[config.mk]
export PLATFORM = sky130hd
export DESIGN_NAME = serial_adder
export DESIGN_NICKNAME = d
export VERILOG_FILES = /design/src/rtl/serial_add_pkg.sv /design/src/rtl/serial_adder_full_add.sv /design/src/rtl/serial_adder.sv
export SDC_FILE = /design/constraint.sdc
export NUM_CORES = 1
export LEC_CHECK = 0
export ABC_AREA = 0
export CORE_UTILIZATION = 49
export DETAILED_ROUTE_END_ITERATION = 6
export PLACE_DENSITY_LB_ADDON = 0.05
export SKIP_LAST_GASP = 1
export SLEW_MARGIN = 40
export SYNTH_ARGS = -nofsm -noshare
export SYNTH_HDL_FRONTEND = slang
export SYNTH_SLANG_ARGS = --single-unit
[constraint.sdc]
create_clock -name clk -period 2 [get_ports clk]
set_clock_uncertainty 0.15 [all_clocks]
set_input_delay 0.3 -clock clk [delete_from_list [all_inputs] [get_ports clk]]
set_output_delay 0.3 -clock clk [all_outputs]
set_load 0.05 [all_outputs]
[src/rtl/serial_add_pkg.sv]
// Shared types and constants for the bit-serial adder.
package serial_add_pkg;

    typedef enum logic [1:0] {
        IDLE = 2'd0,
        RUN  = 2'd1,
        DONE = 2'd2
    } sa_state_t;

    localparam int SA_WIDTH = 8;

endpackage

[src/rtl/serial_adder_full_add.sv]
// Combinational 1-bit full adder used as the per-bit step of the serial adder.
module full_add (
    input  logic a,
    input  logic b,
    input  logic c,
    output logic sum,
    output logic carry
);

    assign sum   = a ^ b ^ c;
    assign carry = (a & b) | ((a ^ b) & c);

endmodule

[src/rtl/serial_adder.sv]
// Bit-serial adder: one full-adder cell with a registered carry, LSB first,
// operands and result exchanged over valid/ready handshakes.
module serial_adder
    import serial_add_pkg::*;
#(
    parameter int WIDTH = SA_WIDTH
) (
    input  logic             clk,
    input  logic             rst_n,
    input  logic             in_valid,
    output logic             in_ready,
    input  logic [WIDTH-1:0] a,
    input  logic [WIDTH-1:0] b,
    input  logic             cin,
    output logic             out_valid,
    input  logic             out_ready,
    output logic [WIDTH-1:0] sum,
    output logic             cout,
    output logic             ovf
);

    localparam int CNT_W = $clog2(WIDTH);
    localparam logic [CNT_W-1:0] LAST_BIT = CNT_W'(WIDTH - 1);

    sa_state_t        r_state;
    sa_state_t        w_state_nxt;
    logic [WIDTH-1:0] r_a_sr;
    logic [WIDTH-1:0] r_b_sr;
    logic [WIDTH-1:0] r_sum_sr;
    logic [CNT_W-1:0] r_cnt;
    logic             r_carry;
    logic             r_cout;
    logic             r_ovf;
    logic             w_s;
    logic             w_c;
    logic             w_last;

    full_add u_full_add (
        .a     (r_a_sr[0]),
        .b     (r_b_sr[0]),
        .c     (r_carry),
        .sum   (w_s),
        .carry (w_c)
    );

    assign w_last    = (r_cnt == LAST_BIT);
    assign in_ready  = (r_state == IDLE);
    assign out_valid = (r_state == DONE);
    assign sum       = r_sum_sr;
    assign cout      = r_cout;
    assign ovf       = r_ovf;

    always_ff @(posedge clk or negedge rst_n) begin
        if (!rst_n) begin
            r_state <= IDLE;
        end else begin
            r_state <= w_state_nxt;
        end
    end

    always_comb begin
        w_state_nxt = r_state;
        case (r_state)
            IDLE:    if (in_valid)  w_state_nxt = RUN;
            RUN:     if (w_last)    w_state_nxt = DONE;
            DONE:    if (out_ready) w_state_nxt = IDLE;
            default: w_state_nxt = IDLE;
        endcase
    end

    always_ff @(posedge clk or negedge rst_n) begin
        if (!rst_n) begin
            r_a_sr   <= '0;
            r_b_sr   <= '0;
            r_sum_sr <= '0;
            r_cnt    <= '0;
            r_carry  <= 1'b0;
            r_cout   <= 1'b0;
            r_ovf    <= 1'b0;
        end else if (r_state == IDLE) begin
            if (in_valid) begin
                r_a_sr  <= a;
                r_b_sr  <= b;
                r_carry <= cin;
                r_cnt   <= '0;
            end
        end else if (r_state == RUN) begin
            r_a_sr   <= {1'b0, r_a_sr[WIDTH-1:1]};
            r_b_sr   <= {1'b0, r_b_sr[WIDTH-1:1]};
            r_sum_sr <= {w_s, r_sum_sr[WIDTH-1:1]};
            r_carry  <= w_c;
            r_cnt    <= r_cnt + 1'b1;
            // On the MSB step r_carry is the carry into the MSB, w_c the carry out.
            if (w_last) begin
                r_cout <= w_c;
                r_ovf  <= r_carry ^ w_c;
            end
        end
    end

endmodule

## Word level (Yosys, flattened, before mapping)

Cells that the tools add are included.

- Bitwise logic cells: 7
- Reduce and logical (&&, ||, !) cells: 6
- Equality and inequality tests: 6
- Mux-type cells: 16
- Add/sub/neg operators: 1

Operators by type and width:

| cell | number |
|---|---|
| 2-to-1 mux 8 bit | 6 |
| 2-to-1 mux 3 bit | 3 |
| 2-to-1 mux 2 bit | 3 |
| case mux 2 bit (3 select lines) | 1 |
| AND reduction 3 bit | 2 |
| inequality test 2 bit (second input constant) | 2 |
| AND reduction 2 bit | 2 |
| adder 3 x 1 -> 3 bit (second input constant) | 1 |
| equality test 3 bit (second input constant) | 1 |
| 2-to-1 mux 1 bit | 3 |
| XOR 1 bit | 3 |
| bitwise AND 1 bit | 2 |
| equality test 2 x 1 -> 1 bit (second input constant) | 1 |
| equality test 2 bit (second input constant) | 1 |
| zero test 2 bit | 1 |
| inequality test 2 x 1 -> 1 bit (second input constant) | 1 |
| nonzero test 2 bit | 1 |
| inverter 1 bit | 1 |
| bitwise OR 1 bit | 1 |

- Output and inout port bits: 12
- Logic and storage cells: 44
- Flip-flop bits (word level): 32

## Longest topological paths before layout

Gate-level depths: netlist of the first run.

- Depth after elaboration: 5
- Gate-level depth with buffers: 5
- Gate-level depth less buffers: 4

## Modules after synthesis

Synthesis of the first run repeated with hierarchy kept, for this count alone.

- Cells, all modules: 135
- Area total of the unflattened synthesis: 1456.4 µm²

Modules (own cells, without submodules):

| module | area each (µm²) | cells each | seq. area each (µm²) | times used |
|---|---|---|---|---|
| serial_adder | 1436.4 | 134 | 800.8 | 1 |
| full_add | 20.0 | 1 | 0.0 | 1 |

## Worst setup path before layout of the first run

No wires, ideal clock.

- Path type: register to register
- From: reg r_state[0]
- To: reg r_a_sr[2]
- Stages on the path, launching flop included: 5
- Path buffers: 1
- Path slack: 0.195 ns
- Data arrival time: 1.532 ns
- Data required time: 1.727 ns
- Cell sequence: dfrtp_1 > buf_2 > nor2_1 > nand3b_1 > o221a_2

- Cells in the longest elaborated chain, start to end: 3

RTL lines:

| element | RTL line | text |
|---|---|---|
| from (decl) | serial_adder.sv:25 | `sa_state_t r_state;` |
| from (signal assigned) | serial_adder.sv:57 | `r_state <= w_state_nxt;` |
| zero test 2 bit * | -- |  |
| net in_ready | serial_adder.sv:11 | `output logic in_ready,` |
| inequality test 2 bit (no line) or nonzero test 2 bit (tied branches) | -- |  |
| AND reduction 2 bit (no line) | -- |  |
| to (signal assigned) | serial_adder.sv:88 | `r_a_sr <= {1'b0, r_a_sr[WIDTH-1:1]};` |
| to (decl) | serial_adder.sv:27 | `logic [WIDTH-1:0] r_a_sr;` |

Mark *: on every way through the listed nets, which the timed path passes. The rest lies on a longest branch.
A chain may end at the register's enable or synchronous reset.

## Final worst setup path of the first run

- From: reg r_sum_sr[5] (netlist: sum[5])
- To: out sum[5]

RTL lines:

| element | RTL line | text |
|---|---|---|
| from (decl) | serial_adder.sv:29 | `logic [WIDTH-1:0] r_sum_sr;` |
| from (signal assigned) | serial_adder.sv:90 | `r_sum_sr <= {w_s, r_sum_sr[WIDTH-1:1]};` |
| to (decl) | serial_adder.sv:17 | `output logic [WIDTH-1:0] sum,` |

No word-level cell between the ends.

==> results_dict.tcl, run 1 <==
set metrics [dict create \
    syn-cell-area_mm2 0.00143 \
    drc 0 \
    fin_crit_sh 0.982 \
    cp_max_fo 3 \
    cp_num_buf_inv 1 \
    crit_arrival_ps 1510 \
    final-setup-viol-count 0 \
    cts_tree "built" \
    switchingPower_mw 1.35 \
    grt_overflow 0 \
    fp.dieH_um 56.0 \
    rows 19 \
    finalCriticalPeriod_ps 1960 \
    grt_pass1_wl_mm 5.32 \
    tns_ps 0 \
    path_delay_family "buffers and inverters" \
    die_x_um 56.0 \
    dp_slack_ps 294 \
    cts_root_buffer "clkbuf_4" \
    fmax_mhz 509 \
    vias_per_cell 5.90 \
    final_nets 193 \
    critPathLaunch "sum[5]" \
    grt_max_degree 33 \
    worstSkewPairLatency_ps 330 \
    syn_to_final_growth_pct 29.8 \
    gp_routability_congestion 0.733 \
    rsz0062_at_grt "no" \
    start_util 0.519 \
    status "finished, final reports clean" \
    ys_ff_latch 32 \
    drt_wl_total_mm 3.14 \
    cts_buffer_depth 2 \
    crit_path_start_kind "flop" \
    max_slew_margin 0.663 \
    cts-hold-fix-buffers 0 \
    core_area_mm2 0.00276 \
    p_comb_frac 0.466 \
    tightest_slew_ps 505 \
    drive_above_1_share 0.100 \
    wl_per_cell_um 15.6 \
    cts_made_buffers 5 \
    ys_seq_area_frac 0.559 \
    syn-mean-instance-area_um2 10.5 \
    p_int_mw 1.80 \
    max_stage_delay_ps 800 \
    rr_startpoint "r_carry" \
    syn_inst 136 \
    syn-num-nets 160 \
    p_sw_frac 0.429 \
    power_density_mw_per_mm2 1690 \
    seq_power_share 0.379 \
    dieArea_mm2 0.00314 \
    vdd_drop_max_uv 1240 \
    path_cells "clkdlybuf4s50_1" \
    io_buffers 32 \
    hold_violations 0 \
    htree_num_levels 2 \
    synth_cell_types 26 \
    track_usage 0.216 \
    drv_cap 0 \
    hold_class "in2async" \
    end_kind "output pin" \
    vias 1186 \
    boundaryPins 33 \
    layout_commonest_cell "dfrtp_1" \
    grt_pass1_vias 1238 \
    fin_util 0.674 \
    antenna_found_initial 0 \
    fin_ws_ps 37.0 \
    clkTransAtPathRegs_ps 100 \
    drtIter0Drc 34 \
    clock-sinks 32 \
    crit_required_ps 1550 \
    ant_nets 0 \
    mostFrequentLayoutCells "32 x dfrtp_1, 27 x nand2_1, 25 x o22ai_1, 25 x clkdlybuf4s50_1, 13 x a21oi_1" \
    num_antenna_cells 0 \
    finalMaxSlewViolations 0 \
    dp_hpwl_mm 2.10 \
    power_frac_clock 0.155 \
    cp_slowest_cell "clkdlybuf4s50_1" \
    firstDrtPassIters 4 \
    power_leakage_nw 0.855 \
    criticalPathCategory "reg2out" \
    yosys_warnings 0 \
]
[sequential cells by signal, indices dropped and copies added, names as in the netlist]
name,flops
cout,1
r_b_sr,8
ovf,1
r_cnt,3
r_state,2
r_a_sr,8
r_carry,1
sum,8
[Yosys cell counts (all sizes together)]
library cell | instances | share of area
mux2 | 2 | 0.016
buf | 9 | 0.045
ha | 2 | 0.017
nor2 | 4 | 0.010
a21oi | 13 | 0.045
o21ai | 3 | 0.010
xor2 | 1 | 0.0061
o221a | 2 | 0.016
o31ai | 1 | 0.0052
fa | 1 | 0.014
o21bai | 1 | 0.0052
dfrtp | 32 | 0.56
nor2b | 2 | 0.0087
nand2 | 27 | 0.071
a32o | 1 | 0.0070
a2bb2oi | 1 | 0.0061
nand2b | 3 | 0.020
a22o | 2 | 0.012
o22ai | 25 | 0.11
nand3b | 2 | 0.010
inv | 2 | 0.0052
[worst paths after layout]
| kind | end | slack, ps | cells after the start |
|---|---|---|---|
| worst max-delay path | sum[5] | 40 | 1 |
| worst min register to register | sum[0] | 340 | 2 |
| worst min-delay path | sum[2] | 210 | 2 |
| worst max register to register | ovf | 340 | 3 |
| max in group asynchronous | r_state[1] | 1200 | 2 |
| min in group clk | sum[0] | 340 | 2 |
[cells by family (layout without fill, tap and decap cells)]
logic type,count (synthesis),after routing,share of synthesized area
flip-flops,32,32,0.559
AND/OR/NAND/NOR,38,38,0.121
XOR/XNOR,1,1,0.00612
adder cells (fa/ha/maj),3,3,0.0315
buffers and inverters,11,45,0.0498
multiplexers,2,2,0.0157
AO/OA/AOI/OAI,49,49,0.217
[metal layers]
metal	up-vias	wire (µm)	GRT usage
met3	7	131	0.0465
li1	566	-	-
met2	32	1530	0.361
met4	0	57	0.0871
met1	581	1420	0.274
met5	-	0	0
[area by class of cell]
cell class                      count  area, µm²
Fill cell                         224        900
Inverter                            2       7.51
Clock buffer                        6       41.3
Multi-Input combinational cell     93        559
Timing Repair Buffer               35        375
Sequential cell                    32        801
Clock inverter                      2       35.0
Tap cell                           31       38.8
[power by group through the flow]
stage	clock (mW)	sequential, mW	combinational [mW]
finish	0.488	1.19	1.46
global route	0.516	1.23	1.60
CTS	0.494	1.19	1.47
detailed placement	0	1.20	1.47
global placement	0	1.19	1.42
floorplan	0	1.46	0.780
[through the flow]
stage               hold WS, ps  area, µm²  cells  total power [mW]
floorplan                  -146       1430    136              2.24
global placement            309       1770    193              2.61
detailed placement          313       1770    193              2.67
CTS                         211       1850    201              3.16
global route                249       1860    201              3.34
finish                      210       1860    201              3.14
[repair_timing]
action / in CTS / in global routing
gates resized for setup: 0 / 5
endpoints found under the setup margin: 0 / 5
setup buffers: 0 / 0
[worst reg2reg max path: stages, from the launching register on]
cell	delay, ps
dfrtp_1	450
fa_1	490
xor2_1	180
mux2_1	280
Note: power is estimated with default switching activity, not from simulation.
==> run 2: changes to the inputs <==
--- a/config.mk
+++ b/config.mk
@@ -6,9 +6,12 @@
 export NUM_CORES = 1
 export LEC_CHECK = 0
 export ABC_AREA = 0
+export CAP_MARGIN = 20
+export CORE_ASPECT_RATIO = 1.75
 export CORE_UTILIZATION = 49
 export DETAILED_ROUTE_END_ITERATION = 6
 export PLACE_DENSITY_LB_ADDON = 0.05
+export SETUP_SLACK_MARGIN = 0.05
 export SKIP_LAST_GASP = 1
 export SLEW_MARGIN = 40
 export SYNTH_ARGS = -nofsm -noshare
==> results_dict.tcl, run 2 (synthesis results as in run 1) <==
set metrics [dict create \
    layout_commonest_cell "dfrtp_1" \
    crit_arrival_ps 1450 \
    clkTransAtPathRegs_ps 70 \
    power_frac_clock 0.169 \
    rows 25 \
    fin_crit_sh 0.951 \
    io_buffers 32 \
    p_sw_frac 0.425 \
    cp_num_buf_inv 1 \
    p_int_mw 1.84 \
    drc 0 \
    fmax_mhz 526 \
    drv_cap 0 \
    boundaryPins 33 \
    vias_per_cell 6.09 \
    crit_required_ps 1550 \
    worstSkewPairLatency_ps 280 \
    core_area_mm2 0.00272 \
    gp_routability_congestion 0.770 \
    clock-sinks 32 \
    seq_power_share 0.375 \
    firstDrtPassIters 4 \
    cts_root_buffer "clkbuf_8" \
    final-setup-viol-count 0 \
    tns_ps 0 \
    power.total_mw 3.20 \
    switchingPower_mw 1.36 \
    final_nets 193 \
    tightest_slew_ps 498 \
    power_leakage_nw 0.843 \
    drtIter0Drc 19 \
    crit_path_start_kind "flop" \
    cts-hold-fix-buffers 0 \
    antenna_found_initial 0 \
    track_usage 0.237 \
    finalCriticalPeriod_ps 1900 \
    status "finished, final reports clean" \
    grt_overflow 0 \
    drive_above_1_share 0.118 \
    vias 1194 \
    hold_class "in2async" \
    fp.dieH_um 73.5 \
    path_delay_family "buffers and inverters" \
    syn_to_final_growth_pct 30.0 \
    wl_per_cell_um 16.2 \
    vdd_drop_max_uv 829 \
    grt_pass1_wl_mm 5.48 \
    drt_wl_total_mm 3.18 \
    cts_buffer_depth 2 \
    rsz0062_at_grt "no" \
    cp_slowest_cell "clkdlybuf4s50_1" \
    mostFrequentLayoutCells "32 x dfrtp_1, 27 x nand2_1, 25 x o22ai_1" \
    grt_pass1_vias 1220 \
    path_cells "clkdlybuf4s50_1" \
    die_x_um 42.9 \
    dieArea_mm2 0.00315 \
    grt_max_degree 33 \
    htree_num_levels 2 \
    hold_violations 0 \
    ant_nets 0 \
    p_comb_frac 0.456 \
    cts_tree "built" \
    fill_cells 224 \
    cp_max_fo 2 \
    max_slew_margin 0.667 \
    power_density_mw_per_mm2 1720 \
    criticalPathCategory "reg2out" \
    finalMaxSlewViolations 0 \
    end_kind "output pin" \
    start_util 0.526 \
    cts_made_buffers 5 \
    max_stage_delay_ps 810 \
    num_antenna_cells 0 \
    dp_hpwl_mm 2.21 \
]
==> run 2: repair_timing <==
action                                  in CTS  in global routing
resized for setup                            0                  3
endpoints found under the setup margin       0                  3
setup buffers                                0                  0
endpoints found under the hold margin        0                  0
==> run 2: cell type report <==
class | count | area [µm²] | share of cell area
well taps | 27 | 33.8 | 0.0182
repair buffers | 35 | 363 | 0.195
inverters | 2 | 7.51 | 0.00403
flip-flops and latches | 32 | 801 | 0.430
multi-input cells | 93 | 559 | 0.301
clock buffers | 7 | 96.3 | 0.0518
==> run 2: final timing paths <==
check                         from          to  slack [ps]  depth (start not counted)
max in group asynchronous    rst_n   r_b_sr[1]        1150                          2
min reg2reg                 sum[0]      sum[0]         330                          2
max reg2reg                r_carry         ovf         350                          3
min in group clk            sum[0]      sum[0]         330                          2
min                          rst_n  r_state[0]         260                          2
max                            ovf         ovf         100                          1
==> run 2: metal layers <==
metal	part of all wire	global-route usage	wire length [µm]
met1	0.39	0.276	1250
met2	0.54	0.404	1710
met3	0.046	0.0590	147
met4	0.022	0.104	69
met5	0	0	0
==> run 2: per-stage QoR <==
stage | util | std cells | cell area, µm² | setup WS [ps] | hold slack [ps]
after floorplan | - | 136 | 1430 | 195 | -146
after global placement | 0.646 | 189 | 1760 | 354 | 308
after detailed placement | 0.646 | 189 | 1760 | 310 | 316
after CTS | 0.681 | 196 | 1850 | 78.4 | 275
after global routing | 0.684 | 196 | 1860 | 56.3 | 302
final | 0.684 | 196 | 1860 | 97.8 | 260
==> run 2: power groups by stage <==
| stage | Clock (mW) | Sequential [mW] | Combinational, mW |
|---|---|---|---|
| after floorplan | 0 | 1.46 | 0.780 |
| after global placement | 0 | 1.20 | 1.41 |
| after detailed placement | 0 | 1.21 | 1.47 |
| after CTS | 0.543 | 1.20 | 1.47 |
| after global routing | 0.571 | 1.24 | 1.60 |
| final | 0.541 | 1.20 | 1.46 |
==> run 3: changes to the inputs <==
--- a/config.mk
+++ b/config.mk
@@ -10,7 +10,9 @@
 export CORE_ASPECT_RATIO = 1.75
 export CORE_UTILIZATION = 49
 export DETAILED_ROUTE_END_ITERATION = 6
-export PLACE_DENSITY_LB_ADDON = 0.05
+export GPL_ROUTABILITY_DRIVEN = 1
+export GPL_TIMING_DRIVEN = 0
+export PLACE_DENSITY = 0.81
 export SETUP_SLACK_MARGIN = 0.05
 export SKIP_LAST_GASP = 1
 export SLEW_MARGIN = 40
==> results_dict.tcl, run 3 (synthesis results as in run 1) <==
set metrics [dict create \
    status "finished, final reports clean" \
    crit_path_start_kind "flop" \
    dieArea_mm2 0.00315 \
    route.met3.wl_um 142 \
    fill_cells 214 \
    fmax_mhz 526 \
    clock-sinks 32 \
    fin_ws_ps 98.8 \
    cts_tree "built" \
    start_util 0.526 \
    cp_slowest_cell "clkdlybuf4s50_1" \
    final-setup-viol-count 0 \
    hold_violations 0 \
    dp_slack_ps -154 \
    htree_num_levels 2 \
    grt_overflow 0 \
    num_antenna_cells 0 \
    grt_pass1_wl_mm 5.35 \
    dp.cells 194 \
    crit_required_ps 1550 \
    vdd_drop_max_uv 1050 \
    antenna_found_initial 0 \
    rr_startpoint "r_carry" \
    seq_power_share 0.360 \
    path_cells "clkdlybuf4s50_1" \
    fin_hold_ws_ps 328 \
    end_kind "output pin" \
    gp_routability_congestion 0.731 \
    cts_buffer_depth 2 \
    die_x_um 42.9 \
    grt_max_degree 33 \
    drt_wl_total_mm 3.11 \
    ff2ff_path_depth 3 \
    power_leakage_nw 0.891 \
    r2r_setup_slack_ps 330 \
    track_usage 0.232 \
    p_sw_frac 0.414 \
    criticalPathCategory "reg2out" \
    vias 1196 \
    wl_met2_mm 1.63 \
    fin_crit_sh 0.951 \
    finalCriticalPeriod_ps 1900 \
    final_cells 202 \
    fin_util 0.697 \
    holdPathStages 2 \
    layout_commonest_cell "dfrtp_1" \
    max_stage_delay_ps 810 \
    dp_hpwl_mm 2.26 \
    p_comb_frac 0.459 \
    crit_arrival_ps 1450 \
    drtIter0Drc 29 \
    final_cell_area_mm2 0.00190 \
    grt_pass1_vias 1166 \
    cts_made_buffers 5 \
    switchingPower_mw 1.37 \
    final_nets 198 \
    dpl_cell_area_mm2 0.00177 \
    rows 25 \
    p_int_mw 1.93 \
    worstSkewPairLatency_ps 280 \
    reg2reg_to "ovf" \
    finalMaxSlewViolations 0 \
    hold_end "sum[0]" \
    wl_per_cell_um 15.4 \
    tightest_slew_ps 696 \
    hold_class "reg2reg" \
    max_slew_margin 0.536 \
    core_area_mm2 0.00272 \
    power_frac_clock 0.182 \
    vias_per_cell 5.92 \
    ant_nets 0 \
    highest_layer "met4" \
    fp.dieH_um 73.5 \
    clkTransAtPathRegs_ps 70 \
    boundaryPins 33 \
    drive_above_1_share 0.137 \
    path_delay_family "buffers and inverters" \
    rsz0062_at_grt "no" \
    syn_to_final_growth_pct 32.4 \
    drv_cap 0 \
    io_buffers 31 \
    firstDrtPassIters 6 \
    mostFrequentLayoutCells "31 x dfrtp_1, 27 x nand2_1, 25 x o22ai_1" \
    drc 0 \
    wirelength_met1_mm 1.21 \
    cts_root_buffer "clkbuf_8" \
    min_from "sum[0]" \
    cp_max_fo 2 \
    cp_num_buf_inv 1 \
    power_density_mw_per_mm2 1740 \
]
run 3: final cells by class:
| cell class | count | area, µm² | share of cell area |
|---|---|---|---|
| Sequential cell | 32 | 802 | 0.423 |
| Multi-Input combinational cell | 93 | 559 | 0.295 |
| Timing Repair Buffer | 32 | 327 | 0.172 |
| Clock buffer | 6 | 72.6 | 0.0383 |
| Buffer | 8 | 58.8 | 0.0310 |
| Clock inverter | 2 | 35.0 | 0.0185 |
| Tap cell | 27 | 33.8 | 0.0178 |
| Inverter | 2 | 7.51 | 0.00396 |
run 3: routing by layer:
| metal | vias up | GRT usage |
|---|---|---|
| li1 | 566 | - |
| met1 | 573 | 0.276 |
| met2 | 45 | 0.379 |
| met3 | 12 | 0.0541 |
| met4 | 0 | 0.132 |
| met5 | - | 0 |
run 3: how the worst max path moves through the flow:
stage,to,startpoint,cells past startpoint,slack (ps)
4_1_cts,out_valid,r_state[1],4,-30
5_1_grt,cout,cout,1,60
2_1_floorplan,r_a_sr[2],r_state[0],4,200
3_5_place_dp,out_valid,r_state[1],4,-150
6_report,cout,cout,1,100
3_3_place_gp,out_valid,r_state[1],4,-140
run 3: power by group through the flow:
| stage | registers (mW) | clock network [mW] | logic, mW |
|---|---|---|---|
| 2_1_floorplan | 1.46 | 0 | 0.780 |
| 3_3_place_gp | 1.17 | 0 | 1.47 |
| 3_5_place_dp | 1.19 | 0 | 1.52 |
| 4_1_cts | 1.19 | 0.610 | 1.53 |
| 5_1_grt | 1.22 | 0.644 | 1.64 |
| 6_report | 1.19 | 0.599 | 1.51 |
run 3: per-stage QoR:
stage	power (mW)	TNS (ps)
2_1_floorplan	2.24	0
3_3_place_gp	2.64	-1350
3_5_place_dp	2.72	-196
4_1_cts	3.33	-33.9
5_1_grt	3.51	0
6_report	3.30	0
run 3: repair_timing:
item | 4_1_cts | 5_1_grt
endpoints found under the hold margin | 32 | 0
setup buffers | 0 | 0
setup endpoints to repair | 2 | 8
hold buffers | 1 | 0
resized for setup | 6 | 9
